`src/rtl/mips_pkg.sv`:
```
// Shared definitions for the P4 MIPS core: next-PC select codes, fetch FSM encoding
// and the architectural reset / exception vectors.
package mips_pkg;

    localparam logic [2:0] PCSRC_PC4    = 3'b000;
    localparam logic [2:0] PCSRC_BRANCH = 3'b001;
    localparam logic [2:0] PCSRC_JUMP   = 3'b010;
    localparam logic [2:0] PCSRC_REG    = 3'b011;

    localparam logic [31:0] RESET_PC_DEF = 32'h0000_3000;
    localparam logic [31:0] EXC_PC_DEF   = 32'h0000_4180;

    typedef enum logic {
        FETCH = 1'b0,
        HOLD  = 1'b1
    } fetch_state_e;

endpackage

```
`src/rtl/fetch_pc_unit_if.sv`:
```
// Signal bundle between the fetch stage and its surroundings (control, GPR file,
// instruction memory, decode). The fetch unit uses the master view.
interface fetch_pc_unit_if;

    logic [2:0]  pcsrc;
    logic [15:0] imm16;
    logic [25:0] instr26;
    logic [31:0] regtarget;
    logic        advance;
    logic        imemreq;
    logic [31:0] imemaddr;
    logic        imemready;
    logic [31:0] imemrdata;
    logic [31:0] instr;
    logic        instrvalid;
    logic [31:0] pc;
    logic [31:0] pcplus4;
    logic        addrerr;

    modport master (
        input  pcsrc, imm16, instr26, regtarget, advance, imemready, imemrdata,
        output imemreq, imemaddr, instr, instrvalid, pc, pcplus4, addrerr
    );

    modport slave (
        output pcsrc, imm16, instr26, regtarget, advance, imemready, imemrdata,
        input  imemreq, imemaddr, instr, instrvalid, pc, pcplus4, addrerr
    );

endinterface

```
`src/rtl/fetch_pc_unit_npc_calc.sv`:
```
// Purely combinational next-PC selection: sequential, branch, jump and register targets.
module npc_calc
    import mips_pkg::*;
(
    input  logic [31:0] pc,
    input  logic [2:0]  pcsrc,
    input  logic [15:0] imm16,
    input  logic [25:0] instr26,
    input  logic [31:0] regtarget,
    output logic [31:0] pcplus4,
    output logic [31:0] npc
);

    logic [31:0] br_off;

    assign pcplus4 = pc + 32'd4;
    assign br_off  = {{14{imm16[15]}}, imm16, 2'b00};

    // Adds wrap modulo 2^32 without any flag; undefined selects fall back to PC+4.
    always_comb begin
        // NOTE: every combinational output gets a default first so no path leaves it unassigned (no latch).
        npc = pcplus4;
        case (pcsrc)
            PCSRC_BRANCH: npc = pcplus4 + br_off;
            PCSRC_JUMP:   npc = {pcplus4[31:28], instr26, 2'b00};
            PCSRC_REG:    npc = regtarget;
            default:      npc = pcplus4;
        endcase
    end

endmodule

```
`src/rtl/fetch_pc_unit.sv`:
```
// PC register and instruction-fetch FSM (FETCH/HOLD) with a ready-handshaked imem request.
// Build option PC_ALIGN_CHECK_EN: misaligned next-PC redirects to EXC_PC and sets sticky addrerr.
module fetch_pc_unit
    import mips_pkg::*;
#(
    parameter logic [31:0] RESET_PC = RESET_PC_DEF,
    parameter logic [31:0] EXC_PC   = EXC_PC_DEF
) (
    input  logic            clk,
    input  logic            reset_n,
    fetch_pc_unit_if.master bus
);

`ifdef PC_ALIGN_CHECK_EN
    localparam bit ALIGN_CHECK = 1'b1;
`else
    localparam bit ALIGN_CHECK = 1'b0;
`endif

    fetch_state_e state, state_next;

    logic [31:0] pc_q;
    logic [31:0] instr_q;
    logic        req_q;
    logic        addr_err_q;
    logic [31:0] npc;
    logic [31:0] pcplus4;
    logic        misaligned;
    logic        capture;
    logic        take_npc;
    logic        instr_valid;

    npc_calc u_npc_calc (
        .pc        (pc_q),
        .pcsrc     (bus.pcsrc),
        .imm16     (bus.imm16),
        .instr26   (bus.instr26),
        .regtarget (bus.regtarget),
        .pcplus4   (pcplus4),
        .npc       (npc)
    );

    assign misaligned = (npc[1:0] != 2'b00);

    always_ff @(posedge clk or negedge reset_n) begin
        if (!reset_n) state <= FETCH;
        else          state <= state_next;
    end

    // A response only counts once the registered request is actually visible to imem.
    always_comb begin
        state_next = state;
        case (state)
            FETCH: if (req_q && bus.imemready) state_next = HOLD;
            HOLD:  if (bus.advance)            state_next = FETCH;
        endcase
    end

    always_comb begin
        capture     = 1'b0;
        take_npc    = 1'b0;
        instr_valid = 1'b0;
        case (state)
            FETCH: capture = req_q && bus.imemready;
            HOLD: begin
                instr_valid = 1'b1;
                take_npc    = bus.advance;
            end
        endcase
    end

    always_ff @(posedge clk or negedge reset_n) begin
        if (!reset_n) begin
            pc_q       <= RESET_PC;
            instr_q    <= '0;
            req_q      <= 1'b0;
            addr_err_q <= 1'b0;
        end else begin
            // NOTE: clocked state uses non-blocking assignments so every register samples pre-edge values.
            req_q <= (state_next == FETCH);
            if (capture) instr_q <= bus.imemrdata;
            if (take_npc) begin
                if (ALIGN_CHECK && misaligned) begin
                    pc_q       <= EXC_PC;
                    addr_err_q <= 1'b1;
                end else begin
                    pc_q <= npc;
                end
            end
        end
    end

    assign bus.imemreq    = req_q;
    assign bus.imemaddr   = {pc_q[31:2], 2'b00};
    assign bus.instr      = instr_q;
    assign bus.instrvalid = instr_valid;
    assign bus.pc         = pc_q;
    assign bus.pcplus4    = pcplus4;
    assign bus.addrerr    = addr_err_q;

endmodule

```
`src/flat_wrapper.sv`:
```
// flat-port wrapper written by rule: the top's interface ports become plain ports
module fetch_pc_unit_flat import mips_pkg::*;
#(
    parameter logic [31:0] RESET_PC = RESET_PC_DEF,
    parameter logic [31:0] EXC_PC   = EXC_PC_DEF
)
  (clk, reset_n, bus_pcsrc, bus_imm16, bus_instr26, bus_regtarget, bus_advance, bus_imemready, bus_imemrdata, bus_imemreq, bus_imemaddr, bus_instr, bus_instrvalid, bus_pc, bus_pcplus4, bus_addrerr);
  fetch_pc_unit_if bus_i ();
  input  logic clk;
  input  logic reset_n;
  input wire logic [$bits(bus_i.pcsrc)-1:0] bus_pcsrc;
  input wire logic [$bits(bus_i.imm16)-1:0] bus_imm16;
  input wire logic [$bits(bus_i.instr26)-1:0] bus_instr26;
  input wire logic [$bits(bus_i.regtarget)-1:0] bus_regtarget;
  input wire logic [$bits(bus_i.advance)-1:0] bus_advance;
  input wire logic [$bits(bus_i.imemready)-1:0] bus_imemready;
  input wire logic [$bits(bus_i.imemrdata)-1:0] bus_imemrdata;
  output wire logic [$bits(bus_i.imemreq)-1:0] bus_imemreq;
  output wire logic [$bits(bus_i.imemaddr)-1:0] bus_imemaddr;
  output wire logic [$bits(bus_i.instr)-1:0] bus_instr;
  output wire logic [$bits(bus_i.instrvalid)-1:0] bus_instrvalid;
  output wire logic [$bits(bus_i.pc)-1:0] bus_pc;
  output wire logic [$bits(bus_i.pcplus4)-1:0] bus_pcplus4;
  output wire logic [$bits(bus_i.addrerr)-1:0] bus_addrerr;
  assign bus_i.pcsrc = bus_pcsrc;
  assign bus_i.imm16 = bus_imm16;
  assign bus_i.instr26 = bus_instr26;
  assign bus_i.regtarget = bus_regtarget;
  assign bus_i.advance = bus_advance;
  assign bus_i.imemready = bus_imemready;
  assign bus_i.imemrdata = bus_imemrdata;
  assign bus_imemreq = bus_i.imemreq;
  assign bus_imemaddr = bus_i.imemaddr;
  assign bus_instr = bus_i.instr;
  assign bus_instrvalid = bus_i.instrvalid;
  assign bus_pc = bus_i.pc;
  assign bus_pcplus4 = bus_i.pcplus4;
  assign bus_addrerr = bus_i.addrerr;
  fetch_pc_unit #(.RESET_PC(RESET_PC), .EXC_PC(EXC_PC)) u_core (.clk(clk), .reset_n(reset_n), .bus(bus_i));
endmodule
```
`config.mk`:
```
export PLATFORM = sky130hd
export DESIGN_NAME = fetch_pc_unit_flat
export DESIGN_NICKNAME = d
export VERILOG_FILES = /design/src/rtl/mips_pkg.sv /design/src/rtl/fetch_pc_unit_if.sv /design/src/rtl/fetch_pc_unit_npc_calc.sv /design/src/rtl/fetch_pc_unit.sv /design/src/flat_wrapper.sv
export SDC_FILE = /design/constraint.sdc
export NUM_CORES = 1
export LEC_CHECK = 0
export ABC_AREA = 1
export CAP_MARGIN = 20
export CORE_MARGIN = 1
export CORE_UTILIZATION = 45
export CTS_BUF_LIST = sky130_fd_sc_hd__clkbuf_4
export DETAILED_ROUTE_END_ITERATION = 8
export PLACE_DENSITY = 0.82
export SYNTH_ARGS = -nofsm -noshare
export SYNTH_HDL_FRONTEND = slang
export SYNTH_HIERARCHICAL = 1
export SYNTH_SLANG_ARGS = --single-unit
```
`constraint.sdc`:
```
create_clock -name clk -period 6.9 [get_ports clk]
set_clock_uncertainty 0.2 [all_clocks]
set_input_delay 1.38 -clock clk [delete_from_list [all_inputs] [get_ports clk]]
set_output_delay 1.38 -clock clk [all_outputs]
set_load 0.01 [all_outputs]
```
## Word-level counts from Yosys, hierarchy flattened

Cells that the tools add are included.

| cells by class | value |
|---|---|
| mux-type cells | 7 |
| eq/ne operators | 3 |
| reduce and logical (&&, ||, !) cells | 1 |
| bitwise gates (word level) | 2 |
| add/sub/neg operators | 2 |

Operators with widths:

| cell | number |
|---|---|
| one-hot mux 32 bit (3 select lines) | 1 |
| adder 32 x 3 -> 32 bit (second input constant) | 1 |
| adder 32 bit | 1 |
| == test 3 x 2 -> 1 bit (second input constant) | 2 |
| two-way mux 1 bit | 5 |
| == test 3 x 1 -> 1 bit (second input constant) | 1 |
| inverter 1 bit | 2 |
| one-hot mux 1 bit (2 select lines) | 1 |
| logical AND 1 bit | 1 |

| word-level totals | value |
|---|---|
| output and inout port bits | 131 |
| register bits | 66 |
| word-level logic and storage cells | 19 |

## Longest topological paths before layout

Gate-level depths: netlist of run 1.

| logic depth | value |
|---|---|
| depth after elaboration | 4 |
| mapped depth | 23 |

## By module

Netlist of run 1, hierarchy kept.

By module, submodules not included:

| module | cells each | instances | area an instance (um^2) |
|---|---|---|---|
| npc_calc | 678 | 1 | 3473.3 |
| fetch_pc_unit | 324 | 1 | 2940.3 |

## Worst setup path after synthesis of run 1

Ideal clock, no wire load.

| timing path | value |
|---|---|
| kind | input to register |
| start | in bus_imm16[0] |
| end | reg u_core.pc_q[20], in the netlist u_core/bus.pc[20] |
| data arrival time | 2.893 ns |
| path slack | 3.690 ns |
| setup time | 0.117 ns |
| stages on the path | 17 |
| cells stage by stage | ha_1 -> inv_1 -> fa_1 -> inv_1 -> nand3_1 -> nand2_1 -> nand2_1 -> nand2_1 -> nand2_1 -> nand2_1 -> nand3_1 -> nand2_1 -> nand2_1 -> nand3_1 -> nand3_1 -> nand3_1 -> nand2_1 |

| between the ends | value |
|---|---|
| cells in the longest elaborated chain, start to end | 2 |

RTL lines:

| item | line | source |
|---|---|---|
| start, declared | flat_wrapper.sv:12 | `input wire logic [$bits(bus_i.imm16)-1:0] bus_imm16;` |
| adder 32 bit | fetch_pc_unit_npc_calc.sv:24 | `PCSRC_BRANCH: npc = pcplus4 + br_off;` |
| one-hot mux 32 bit (3 select lines) | fetch_pc_unit_npc_calc.sv:23 | `case (pcsrc)` |
| via u_core.npc[20] | fetch_pc_unit.sv:26 | `logic [31:0] npc;` |
| end signal, assigned | fetch_pc_unit.sv:87 | `pc_q <= npc;` |
| end, declared | fetch_pc_unit.sv:22 | `logic [31:0] pc_q;` |

The timed path passes the listed nets, and every way through them passes these cells.
A chain may end at the register's enable or synchronous reset.

## Final worst setup path of run 1

| timing path | value |
|---|---|
| start | reg u_core.pc_q[15], in the netlist u_core/bus.pc[15] |
| end | out bus_pcplus4[18] |

| between the ends | value |
|---|---|
| cells in the longest elaborated chain, start to end | 1 |

RTL lines:

| item | line | source |
|---|---|---|
| adder 32 x 3 -> 32 bit | fetch_pc_unit_npc_calc.sv:16 | `assign pcplus4 = pc + 32'd4;` |
| end, declared | flat_wrapper.sv:23 | `output wire logic [$bits(bus_i.pcplus4)-1:0] bus_pcplus4;` |

No other way between the ends.

==> results.yml, run 1 <==
grt:
  track_usage: 0.3437
  grt_max_degree: 67
  grt_pass1_wl_um: 38180
  antenna_found_initial: 1
  grt_overflow: 0
  grt_pass1_vias: 7003
sta:
  drv_slew: 0
  min_period_ns: 4.557
  fmax_mhz: 219.4
  final_hold_viol_count: 0
  worst_pin_slew_ns: 0.8783
  post-route-period-util: 0.6605
  tns_ns: 0
  relSlewSlack: 0.4145
  grt_setup_unrepaired: "false"
  setup_violations: 0
synthesis:
  synth-edff-count: 0
  ys_seq_elements: 66
  netlist_area_um2: 6414
  synth_seq_area_share: 0.2579
  synthTopCellsByArea: "dfrtp_1 (25%), nand2_1 (21%), nand3_1 (7.3%), ha_1 (6.6%), inv_1 (5.4%)"
  synth_cell_types: 41
  synth_warnings: 8
  syn_avg_cell_area_um2: 6.401
  async_flop_share: 1.000
  synth_top_area_frac: 0.2497
  synthFlopType: "dfrtp_1"
  netlist_instances: 1002
  synth_top_area_cell: "dfrtp_1"
floorplanning:
  core_um2: 13880
  dieHeight_um: 121.4
  num_rows: 43
  dieArea_um2: 14730
  fp.dieW_um: 121.4
  ios: 244
  initial_core_util: 0.4621
place:
  dp_hpwl_um: 19260
  gp_congestion: 0.9984
  port_buffers: 240
finish:
  num-fill-cells: 1323
  final_common_cell: "nand2_1"
  drive_above_1_share: 0.04667
  final_cell_mix: "nand2_1 (352), clkdlybuf4s50_1 (239), nand3_1 (94)"
  fin_nets: 1343
  multiInputGateArea_um2: 3969
  regArea_um2: 1654
  area_growth_pct: 37.79
routing:
  drtPass1Iterations: 5
  via_per_inst: 5.505
  route.detailed.drc: 0
  wl_um: 24970
  wire_per_inst_um: 18.07
  dr.first_iter.drc_count: 688
  ant_nets: 0
  vias: 7608
power_and_ir_drop:
  p_total_mw: 3.677
  p_leak_nw: 4.222
  ir_drop_mv: 0.2586
  power_density_nw_per_um2: 416.1
clock_network:
  cts.htree.levels: 3
  cts_tree: "done"
  max-clock-path-buffers: 2
  cts_setup_buffers: 0
  cts_sinks: 66
  clk_latency_ns: 0.47
  clk_pin_slew_worst_paths_ns: 0.12
  ctsResizeCount: 0
  root_buffer: "clkbuf_4"
  cts_hold_buf: 0
  cts_inserted_buffers: 9
worst_setup_path:
  worstPathRequired_ns: 5.32
  crit_arrival_ns: 2.98
  cp_max_fo: 6
  crit_path_start_kind: "register"
  worstSetupEndpointType: "output pin"
  critical_path_class: "register to output pin"
hold_path:
  hold_class: "register to register"
job:
  drv_cap: 0
outcome:
  outcome: "complete, no violations"
## Yosys cell counts (2+ instances only)
cell type,instances
o211ai_1,4
nand3b_1,7
nor2_1,80
a22o_1,4
nand2_1,352
dfrtp_1,64
o21bai_1,7
nor3_2,2
nand2_2,4
buf_4,37
a21oi_1,38
nor3_1,10
nand3_2,3
or2_2,9
nand3_1,94
a22oi_1,22
clkbuf_1,3
inv_1,92
nor4_1,2
nor2_2,3
o21ai_0,20
nor2_4,2
nand4_1,43
a21o_1,2
dfstp_2,2
ha_1,34
buf_6,3
xor2_1,15
buf_2,25
xnor2_1,8
## metal layers
metal	global-route usage	part of all wire	wire length, µm
met5	0	0	0
met3	0.06109	0.095	2366
met2	0.5497	0.46	11420
met1	0.4514	0.41	10300
met4	0.1497	0.035	885
## per-stage QoR
| step | setup slack, ns | area, µm² | instances | util | hold WS (ns) |
|---|---|---|---|---|---|
| 2_1_floorplan | 3.690 | 6421 | 1004 | - | 0.2968 |
| 3_3_place_gp | 2.598 | 8665 | 1364 | 0.6242 | 0.2522 |
| 3_5_place_dp | 2.571 | 8665 | 1364 | 0.6242 | 0.2570 |
| 4_1_cts | 2.328 | 8832 | 1380 | 0.6363 | 0.2871 |
| 5_1_grt | 2.222 | 8837 | 1382 | 0.6367 | 0.3074 |
| 6_report | 2.343 | 8837 | 1382 | 0.6367 | 0.2845 |
## registers in the layout, indices dropped and copies added (netlist names)
| name | count |
|---|---|
| u_core/bus.imemreq | 1 |
| u_core/bus.instr | 32 |
| u_core/bus.pc | 32 |
| u_core/state | 1 |
## area by class of cell
cell class / count / area share
diodes: 2 / 0.0005663
clock buffers: 9 / 0.007645
clock inverters: 7 / 0.01133
inverters: 93 / 0.03978
multi-input cells: 776 / 0.4491
flip-flops and latches: 66 / 0.1872
well taps: 180 / 0.02548
repair buffers: 249 / 0.2789
## critical path, stage by stage, from the launching register on
cell,delay [ns]
dfrtp_1,0.63
inv_1,0.18
nor3_4,0.33
nand3_1,0.26
nor2_1,0.18
xor2_1,0.33
clkdlybuf4s50_1,0.63
## path summary, 6_finish.rpt
check	to	start	depth (start not counted)	slack (ns)
max reg2reg	u_core/bus.pc[27]$_DFFE_PN0P_	u_core/bus.pc[2]$_DFFE_PN0P_	21	3.09
max in group asynchronous	u_core/bus.pc[16]$_DFFE_PN0P_	reset_n	2	5.01
min in group asynchronous	u_core/bus.instr[23]$_DFFE_PN0P_	reset_n	2	0.90
min	u_core/bus.instr[18]$_DFFE_PN0P_	u_core/bus.instr[18]$_DFFE_PN0P_	2	0.28
max	bus_pcplus4[18]	u_core/bus.pc[15]$_DFFE_PN0P_	6	2.34
min reg2reg	u_core/bus.instr[18]$_DFFE_PN0P_	u_core/bus.instr[18]$_DFFE_PN0P_	2	0.28
## power breakdown
group	internal, mW	switching (mW)
Clock	0.150	0.173
Combinational	1.13	1.41
Sequential	0.569	0.251
Total	1.84	1.83
## cell families after synthesis
kind of cell               share of synthesized area
and+or+nand+nor                               0.4202
xor gates and xnor gates                     0.03141
buffers and inverters                         0.1252
adders and majority gates                    0.06945
DFF                                           0.2579
AOI/OAI and AO/OA                            0.09520
other                                      0.0005847
(Power assumes the default switching activity.)
==> run 2: changes to the inputs <==
--- a/config.mk
+++ b/config.mk
@@ -8,10 +8,10 @@
 export ABC_AREA = 1
 export CAP_MARGIN = 20
 export CORE_MARGIN = 1
-export CORE_UTILIZATION = 45
+export CORE_UTILIZATION = 42
 export CTS_BUF_LIST = sky130_fd_sc_hd__clkbuf_4
 export DETAILED_ROUTE_END_ITERATION = 8
-export PLACE_DENSITY = 0.82
+export PLACE_DENSITY = 0.8
 export SYNTH_ARGS = -nofsm -noshare
 export SYNTH_HDL_FRONTEND = slang
 export SYNTH_HIERARCHICAL = 1
==> constraint.sdc (replaced) <==
create_clock -name clk -period 3.7 [get_ports clk]
set_clock_uncertainty 0.2 [all_clocks]
set_input_delay 0.74 -clock clk [delete_from_list [all_inputs] [get_ports clk]]
set_output_delay 0.74 -clock clk [all_outputs]
set_load 0.01 [all_outputs]
==> results.yml, run 2 (synthesis gave the netlist of run 1 again) <==
finish:
  fin_cells: 1423
  fin_nets: 1382
  area_growth_pct: 44.40
  final_common_cell: "nand2_1"
  antenna_cells: 0
  drive_above_1_share: 0.09362
  final_cell_mix: "nand2_1 (349), clkdlybuf4s50_1 (238), inv_1 (92), nand3_1 (92), nor2_1 (75)"
  utilization: 0.6301
  post-route-cell-area_um2: 9261
worst_setup_path:
  r2r-start: "u_core/bus.pc[13]$_DFFE_PN1P_"
  crit_path_start_kind: "register"
  path_cells: "nand2_1, nor2_1, nand2_1, nor2_2, buf_4, xor2_2, buf_4, clkdlybuf4s50_1"
  critPathBufInv: 3
  crit_arrival_ns: 2.69
  worstPathRequired_ns: 2.76
  cpMaxStageDelayCell: "dfstp_2"
  cp_max_fo: 7
  reg2reg_depth: 19
  r2r_slack_ns: 0.10
  worstSetupEndpointType: "output pin"
  cp_top_family: "buffers and inverters"
  timing.rr.end: "u_core/bus.pc[30]$_DFFE_PN0P_"
  crit_path_max_incr_delay_ns: 0.61
  critical_path_class: "register to output pin"
routing:
  ant_nets: 0
  vias: 7733
  via_per_inst: 5.434
  wl_um: 25540
  dr.first_iter.drc_count: 765
  drtPass1Iterations: 8
  route.detailed.drc: 17
  wire_per_inst_um: 17.95
floorplanning:
  num_rows: 44
  initial_core_util: 0.4363
  core_um2: 14700
  dieHeight_um: 125.6
  dieArea_um2: 15770
  ios: 244
  fp.dieW_um: 125.6
clock_network:
  cts_tree: "done"
  cts_sinks: 66
  clk_pin_slew_worst_paths_ns: 0.14
  max-clock-path-buffers: 2
  cts.htree.levels: 3
  root_buffer: "clkbuf_4"
  cts_inserted_buffers: 9
  clk_latency_ns: 0.44
sta:
  tns_ns: 0
  setup_violations: 0
  fmax_mhz: 275.7
  drv_slew: 0
  post-route-period-util: 0.9804
  fin_ws_ns: 0.07262
  worst_pin_slew_ns: 0.7982
  hold_slack_ns: 0.1632
  final_hold_viol_count: 0
  grt_setup_unrepaired: "true"
  min_period_ns: 3.627
  relSlewSlack: 0.4679
power_and_ir_drop:
  power_density_nw_per_um2: 779.5
  ir_drop_mv: 0.5321
  p_total_mw: 7.219
  p_leak_nw: 4.482
place:
  dpl_worst_slack_ns: -0.1606
  gp_congestion: 0.9684
  dp_hpwl_um: 20290
  placedCellCount: 1403
  place_area_um2: 8955
  port_buffers: 240
hold_path:
  hold_class: "primary input to asynchronous set/reset pin"
job:
  drv_cap: 0
grt:
  grt_pass1_vias: 7174
  antenna_found_initial: 0
  grt_max_degree: 36
  grt_pass1_wl_um: 38850
  track_usage: 0.3203
  grt_overflow: 0
outcome:
  outcome: "finished with violations"
  violations: "design-rule violations"
==> run 2: cell count changes in the layout (fill, tap and decap cells not counted), moves of 3 or more <==
cell / delta
buf_4: +37
dfrtp_1: -4
dfrtp_2: +4
xor2_1: -4
xor2_2: +4
nand2_1: -3
nand2_2: +3
nor2_1: -3
==> run 2: cell type report <==
type / count / area, µm²
clock buffers: 9 / 67.56
clock inverters: 7 / 100.1
fillers: 1342 / 5438
inverters: 93 / 351.6
multi-input cells: 776 / 4068
flip-flops and latches: 66 / 1659
well taps: 184 / 230.2
repair buffers: 288 / 2785
==> run 2: how the worst max path moves through the flow <==
stage | startpoint | end | slack (ns) | depth (start not counted)
after floorplan | u_core/bus.pc[2]$_DFFE_PN0P_ | u_core/bus.pc[23]$_DFFE_PN0P_ | 0.55 | 21
after global placement | u_core/bus.pc[13]$_DFFE_PN1P_ | u_core/bus.pc[30]$_DFFE_PN0P_ | -0.28 | 19
after detailed placement | u_core/bus.pc[13]$_DFFE_PN1P_ | u_core/bus.pc[30]$_DFFE_PN0P_ | -0.16 | 19
after CTS | u_core/bus.pc[13]$_DFFE_PN1P_ | bus_pcplus4[16] | 0.003 | 7
after global routing | u_core/bus.pc[13]$_DFFE_PN1P_ | u_core/bus.pc[30]$_DFFE_PN0P_ | -0.07 | 19
final | u_core/bus.pc[12]$_DFFE_PN1P_ | bus_pcplus4[15] | 0.07 | 8
==> run 2: metal layers <==
| metal | track usage | share of wire | wire (µm) | vias up |
|---|---|---|---|---|
| met5 | 0 | 0 | 0 | - |
| met4 | 0.1320 | 0.038 | 981 | 0 |
| met3 | 0.05905 | 0.094 | 2393 | 56 |
| met2 | 0.5186 | 0.45 | 11470 | 430 |
| met1 | 0.4194 | 0.42 | 10700 | 3539 |
| li1 | - | - | - | 3708 |
==> run 2: what timing repair did <==
item | CTS | global route
pin swaps | 0 | 3
resized for setup | 5 | 22
buffers inserted | 0 | 4
hold buffers | 0 | 0
setup endpoints to repair | 4 | 30
==> run 2: power by group <==
part | total (mW) | switching [mW] | internal [mW]
logic | 5.18 | 2.86 | 2.32
clock network | 0.590 | 0.311 | 0.280
registers | 1.45 | 0.382 | 1.07
total | 7.22 | 3.55 | 3.67
